## src/rtl/uart_rx_ctrl_pkg.sv

```systemverilog
// Shared types and constants for the UART receive controller.
// Holds the FSM state encoding, legal oversampling ratios and the check-edge offset.
package uart_rx_ctrl_pkg;

  typedef enum logic [2:0] {
    IDLE   = 3'd0,
    START  = 3'd1,
    DATA   = 3'd2,
    PARITY = 3'd3,
    STOP   = 3'd4,
    OUT    = 3'd5
  } rx_state_t;

  localparam logic [5:0] PRESCALE_8   = 6'd8;
  localparam logic [5:0] PRESCALE_16  = 6'd16;
  localparam logic [5:0] PRESCALE_32  = 6'd32;
  localparam logic [5:0] CHK_EDGE_OFS = 6'd2;

  // Anything other than 16 or 32 falls back to the slowest-safe ratio of 8.
  function automatic logic [5:0] legal_prescale(input logic [5:0] p);
    return (p == PRESCALE_16 || p == PRESCALE_32) ? p : PRESCALE_8;
  endfunction

endpackage

```

## src/rtl/uart_rx_edge_bit_cnt.sv

```systemverilog
// Oversample edge counter (0..P-1) and bit counter for the UART receive controller.
// clr_one lets a back-to-back frame resume with edge_cnt = 1 after the one-cycle OUT state.
module uart_rx_edge_bit_cnt (
  input  logic       clk,
  input  logic       rst_n,
  input  logic       en,
  input  logic       clr,
  input  logic       clr_one,
  input  logic [5:0] p_last,
  output logic [5:0] edge_cnt,
  output logic [3:0] bit_cnt
);

  always_ff @(posedge clk or negedge rst_n) begin
    if (!rst_n) begin
      edge_cnt <= 6'd0;
      bit_cnt  <= 4'd0;
    end else if (clr) begin
      edge_cnt <= {5'd0, clr_one};
      bit_cnt  <= 4'd0;
    end else if (en) begin
      if (edge_cnt == p_last) begin
        edge_cnt <= 6'd0;
        bit_cnt  <= bit_cnt + 4'd1;
      end else begin
        edge_cnt <= edge_cnt + 6'd1;
      end
    end
  end

endmodule

```

## src/rtl/uart_rx_ctrl.sv

```systemverilog
// UART receive sequencing FSM: steers sampler, deserialiser and start/parity/stop checkers.
// Build option UART_RX_BREAK_DET_EN adds a break_det output that replaces frm_err for break frames.
//
//   state  | meaning
//   IDLE   | line idle, counters held clear, waiting for a low sample
//   START  | start bit; glitch result judged on the last edge
//   DATA   | DW data bits, one deser_en per bit
//   PARITY | parity bit; par_err captured on the last edge
//   STOP   | stop bit; frame accepted or dropped on the last edge
//   OUT    | single cycle presenting data_valid
module uart_rx_ctrl
  import uart_rx_ctrl_pkg::*;
#(
  parameter int DW = 8
) (
  input  logic       clk,
  input  logic       rst_n,
  input  logic       RX_IN,
  input  logic       PAR_EN,
  input  logic [5:0] prescale,
  input  logic       strt_glitch,
  input  logic       par_err,
  input  logic       stp_err,
  output logic       samp_en,
  output logic       deser_en,
  output logic       strt_chk_en,
  output logic       par_chk_en,
  output logic       stp_chk_en,
  output logic       data_valid,
`ifdef UART_RX_BREAK_DET_EN
  output logic       break_det,
`endif
  output logic       frm_err
);

  localparam logic [3:0] DW_CNT = 4'(DW);

  rx_state_t  state, next_state;
  logic [5:0] p_lat;
  logic       par_en_lat;
  logic       par_flag;
  logic [5:0] edge_cnt;
  logic [3:0] bit_cnt;
  logic [5:0] p_last;
  logic [5:0] chk_edge;
  logic       at_chk, at_last;
  logic       cnt_en, cnt_clr, cnt_clr_one;
`ifdef UART_RX_BREAK_DET_EN
  logic       zero_flag;
`endif

  assign p_last   = p_lat - 6'd1;
  assign chk_edge = {1'b0, p_lat[5:1]} + CHK_EDGE_OFS;
  assign at_chk   = (edge_cnt == chk_edge);
  assign at_last  = (edge_cnt == p_last);

  assign cnt_en      = (state == START) || (state == DATA) || (state == PARITY) || (state == STOP);
  assign cnt_clr     = (state == IDLE) || (state == OUT);
  assign cnt_clr_one = (state == OUT) && !RX_IN;

  uart_rx_edge_bit_cnt u_cnt (
    .clk      (clk),
    .rst_n    (rst_n),
    .en       (cnt_en),
    .clr      (cnt_clr),
    .clr_one  (cnt_clr_one),
    .p_last   (p_last),
    .edge_cnt (edge_cnt),
    .bit_cnt  (bit_cnt)
  );

  always_ff @(posedge clk or negedge rst_n) begin
    if (!rst_n) begin
      state      <= IDLE;
      p_lat      <= PRESCALE_8;
      par_en_lat <= 1'b0;
      par_flag   <= 1'b0;
    end else begin
      state <= next_state;
      if (state == IDLE && !RX_IN) begin
        p_lat      <= legal_prescale(prescale);
        par_en_lat <= PAR_EN;
      end
      if (state == START)
        par_flag <= 1'b0;
      else if (state == PARITY && at_last)
        par_flag <= par_err;
    end
  end

`ifdef UART_RX_BREAK_DET_EN
  // Sticky "every data bit so far was 0", sampled at the same point the deserialiser shifts.
  always_ff @(posedge clk or negedge rst_n) begin
    if (!rst_n)
      zero_flag <= 1'b0;
    else if (state == START)
      zero_flag <= 1'b1;
    else if (state == DATA && at_chk && RX_IN)
      zero_flag <= 1'b0;
  end
`endif

  always_comb begin
    next_state  = state;
    samp_en     = 1'b0;
    deser_en    = 1'b0;
    strt_chk_en = 1'b0;
    par_chk_en  = 1'b0;
    stp_chk_en  = 1'b0;
    data_valid  = 1'b0;
    frm_err     = 1'b0;
`ifdef UART_RX_BREAK_DET_EN
    break_det   = 1'b0;
`endif
    case (state)
      IDLE: begin
        if (!RX_IN) next_state = START;
      end
      START: begin
        samp_en     = 1'b1;
        strt_chk_en = at_chk;
        if (at_last) begin
          if (strt_glitch) begin
            next_state = IDLE;
            frm_err    = 1'b1;
          end else begin
            next_state = DATA;
          end
        end
      end
      DATA: begin
        samp_en  = 1'b1;
        deser_en = at_chk;
        if (at_last && bit_cnt == DW_CNT)
          next_state = par_en_lat ? PARITY : STOP;
      end
      PARITY: begin
        samp_en    = 1'b1;
        par_chk_en = at_chk;
        if (at_last) next_state = STOP;
      end
      STOP: begin
        samp_en    = 1'b1;
        stp_chk_en = at_chk;
        if (at_last) begin
          if (!par_flag && !stp_err) begin
            next_state = OUT;
          end else begin
            next_state = IDLE;
`ifdef UART_RX_BREAK_DET_EN
            if (zero_flag && stp_err) break_det = 1'b1;
            else                      frm_err   = 1'b1;
`else
            frm_err = 1'b1;
`endif
          end
        end
      end
      OUT: begin
        data_valid = 1'b1;
        next_state = RX_IN ? IDLE : START;
      end
      default: next_state = IDLE;
    endcase
  end

endmodule

```

## config.mk

```make
export PLATFORM = sky130hd
export DESIGN_NAME = uart_rx_ctrl
export DESIGN_NICKNAME = d
export VERILOG_FILES = /design/src/rtl/uart_rx_ctrl_pkg.sv /design/src/rtl/uart_rx_edge_bit_cnt.sv /design/src/rtl/uart_rx_ctrl.sv
export SDC_FILE = /design/constraint.sdc
export NUM_CORES = 1
export LEC_CHECK = 0
export BUFFER_PORTS_ARGS = -buffer_cell sky130_fd_sc_hd__buf_2
export CORE_ASPECT_RATIO = 0.6
export CORE_MARGIN = 2
export CORE_UTILIZATION = 49
export CTS_BUF_LIST = sky130_fd_sc_hd__clkbuf_8 sky130_fd_sc_hd__clkbuf_16
export DETAILED_ROUTE_END_ITERATION = 12
export PLACE_DENSITY = 0.69
export SYNTH_ARGS = -nofsm -noshare
export SYNTH_HDL_FRONTEND = slang
export SYNTH_SLANG_ARGS = --single-unit
```

## constraint.sdc

```tcl
create_clock -name clk -period 3.35 [get_ports clk]
set_input_delay 0.335 -clock clk [delete_from_list [all_inputs] [get_ports clk]]
set_output_delay 0.335 -clock clk [all_outputs]
set_load 0.005 [all_outputs]
```

==> out/qor.txt <==
Critical Path RT -> 3010 ps
Hold-fix buffers, CTS -> 0
top post-synthesis cells by count -> 20 x dfrtp_1, 17 x nor2_1, 15 x nand2_1
GR Util All Layers -> 23.5%
WL per Instance -> 16.4 um
postcts setup bufs -> 0
Final setup viols -> 0
RSZ-0062 raised after global routing -> no
syn avg cell area -> 8.56 um2
critical path cell sequence -> inv_1 -> ha_1 -> xor2_1 -> nor4_1 -> o21ai_0 -> nor3_1 -> buf_2
Synth warnings -> 0
area added between synthesis and finish -> 8.67%
hpwl dp -> 3.20 mm
Top Ports -> 20
DRC viols -> 0
relative slew slack -> 55.3%
H-Tree Depth -> 1
antenna violations before repair -> 0
number of CTS-inserted buffers -> 3
maximum buffer depth of the clock tree -> 2
post-CTS sizing -> 0
number of clock sinks -> 21
worst vdd rail ir drop -> 0.000354 V
drt pass-1 iters -> 4
Post-synth EDFFs -> 0
count leader, synth -> dfrtp_1
clock-pin slew on the worst setup and hold paths -> 80 ps
synthesized flop and latch total -> 21
max-slew violations -> 0
P per Cell Area -> 725 mW/mm2
final non-filler cell total -> 261
period utilisation layout -> 80.2%
Lkg Pwr -> 0.785 nW
IO buf count -> 19
gr ovfl total -> 0
worst hold path type -> primary input to asynchronous set/reset pin
die height -> 50.2 um
Final Total Pwr -> 1.38 mW
maxcap violations -> 0
clock latency on the worst-skew pair -> 270 ps
clock skew -> 6.63 ps
CP arrival -> 2350 ps
DP Worst Slack -> 967 ps
Starting Density -> 52.6%
post-layout minimum cycle time -> 2690 ps
routed wire length -> 4.27 mm
Rows -> 16
Slowest cell on crit path -> dfstp_2
first-pass GRT wire length -> 7.30 mm
CTS tree -> built
largest net degree at the start of global routing -> 26
syn nets -> 224
CORE AREA -> 0.00332 mm2
Die X -> 81.1 um
synth top area cells -> dfrtp_1 29%, ha_1 5.0%, xnor2_1 4.5%, nor2_1 3.7%, nand2_1 3.2%
ANT cells -> 0
WP buf/inv -> 2
share of cells above drive strength 1 -> 19.0%
DP Cell Count -> 257
Mapped Area -> 0.00175 mm2
Worst path max stage delay -> 580 ps
Detail Route Antenna Nets -> 0
worst-path maximum fanout -> 5
Root Buffer Master -> clkbuf_8
Post-Synthesis Cells -> 204
measured slew at the worst slew-check pin -> 670 ps
Startpoint Class -> flip-flop
Via-to-Cell Ratio -> 5.98
top-area cell type share of the netlist area -> 28.7%
Final WS setup -> 663 ps
Distinct cells, synth -> 54
vias in the first global route -> 1453
register area share after synthesis -> 30.2%
setup TNS -> 0 ps
gpl congestion -> 0.939
Setup crit end kind -> output pin
Main synth FF type -> dfrtp_1
Top delay family on crit path -> simple AND/OR/NAND/NOR gates
Iteration-0 DRC Markers -> 149
Max Clock Freq -> 0.372 GHz
nets@finish -> 237
status -> finished, final reports clean
DR vias -> 1562
Final Hold Vio Count -> 0
CP Class -> flip-flop to output pin
full die area -> 0.00407 mm2
Post-synth ARST share -> 100%
Yosys top cell by area -> dfrtp_1
==> flip-flops by register name, summed over array words and instances, names as in the netlist <==
signal	flops
p_lat	6
par_en_lat	1
par_flag	1
state	3
u_cnt.bit_cnt	4
u_cnt.edge_cnt	6
==> metrics by stage <==
stage,instance area [um2],hold WS (ps),util [%]
after CTS,1900,44.7,57.1
after global routing,1900,56.7,57.1
after floorplan,1750,39.4,-
final,1900,24.3,57.1
after detailed placement,1850,332,55.8
after global placement,1850,321,55.8
==> area by class of cell <==
type,count,area (um2)
clock buffer,3,41.3
sequential,21,527
timing repair buffer,21,110
tap,45,56.3
inverter,11,41.3
multi-input combinational,159,1120
fill,320,1430
clock inverter,1,3.75
==> cells in the final DEF (no fill, tap or decap), drive strengths merged, types with 3 or more instances in the layout <==
| cell type | instances |
|---|---|
| dfrtp | 20 |
| or3 | 5 |
| o31ai | 3 |
| o32ai | 3 |
| xor2 | 6 |
| nor2b | 3 |
| buf | 21 |
| nor2 | 17 |
| o21ai | 12 |
| inv | 12 |
| ha | 7 |
| a22o | 5 |
| nand2 | 16 |
| nor4 | 4 |
| o211ai | 3 |
| nand2b | 7 |
| a21oi | 8 |
| nand3 | 6 |
| nor3 | 8 |
| xnor2 | 9 |
| a211oi | 5 |
| clkbuf | 3 |
==> cells by family after synthesis <==
group | Yosys count | share of synthesized area, %
compound gates | 56 | 25.7
fa+ha+maj | 7 | 5.01
mux | 3 | 2.08
flops | 21 | 30.2
xor+xnor | 15 | 7.52
buf+inv | 24 | 5.80
simple gates | 78 | 23.7
==> path summary, 6_finish.rpt <==
path / cells after the start / startpoint / slack, ps / to
max in group asynchronous: 1 / rst_n / 2970 / p_lat[3]$_DFFE_PN1P_
min in group clk: 2 / PAR_EN / 300 / par_en_lat$_DFFE_PN0P_
worst min-delay path: 1 / rst_n / 20 / u_cnt.edge_cnt[3]$_DFFE_PN0P_
worst min register to register: 2 / par_flag$_DFFE_PN0P_ / 560 / par_flag$_DFFE_PN0P_
worst max register to register: 6 / state[2]$_DFFE_PN0P_ / 1040 / state[0]$_DFFE_PN0P_
worst max-delay path: 7 / p_lat[3]$_DFFE_PN1P_ / 660 / stp_chk_en
==> report_power, final <==
| part | switching [mW] | leakage (nW) | total, mW | internal [mW] |
|---|---|---|---|---|
| sequential | 0.127 | 0.277 | 0.447 | 0.320 |
| clock | 0.0884 | 0.0269 | 0.170 | 0.0820 |
| combinational | 0.442 | 0.481 | 0.759 | 0.318 |
| total | 0.657 | 0.785 | 1.38 | 0.720 |
==> worst reg2reg max path, delay by kind of cell (launching register included) <==
family / cells / cell delay (ps)
multiplexers: 1 / 310
AO/OA/AOI/OAI: 4 / 920
flip-flops: 1 / 780
buffers and inverters: 1 / 200
==> layer usage <==
| metal | global-route usage (%) | wire length (um) |
|---|---|---|
| met3 | 6.47 | 300 |
| met5 | 0 | 0 |
| met4 | 3.67 | 23 |
| met1 | 36.5 | 2200 |
| met2 | 32.5 | 1760 |
No activity file was read; power rests on OpenSTA's default activity.
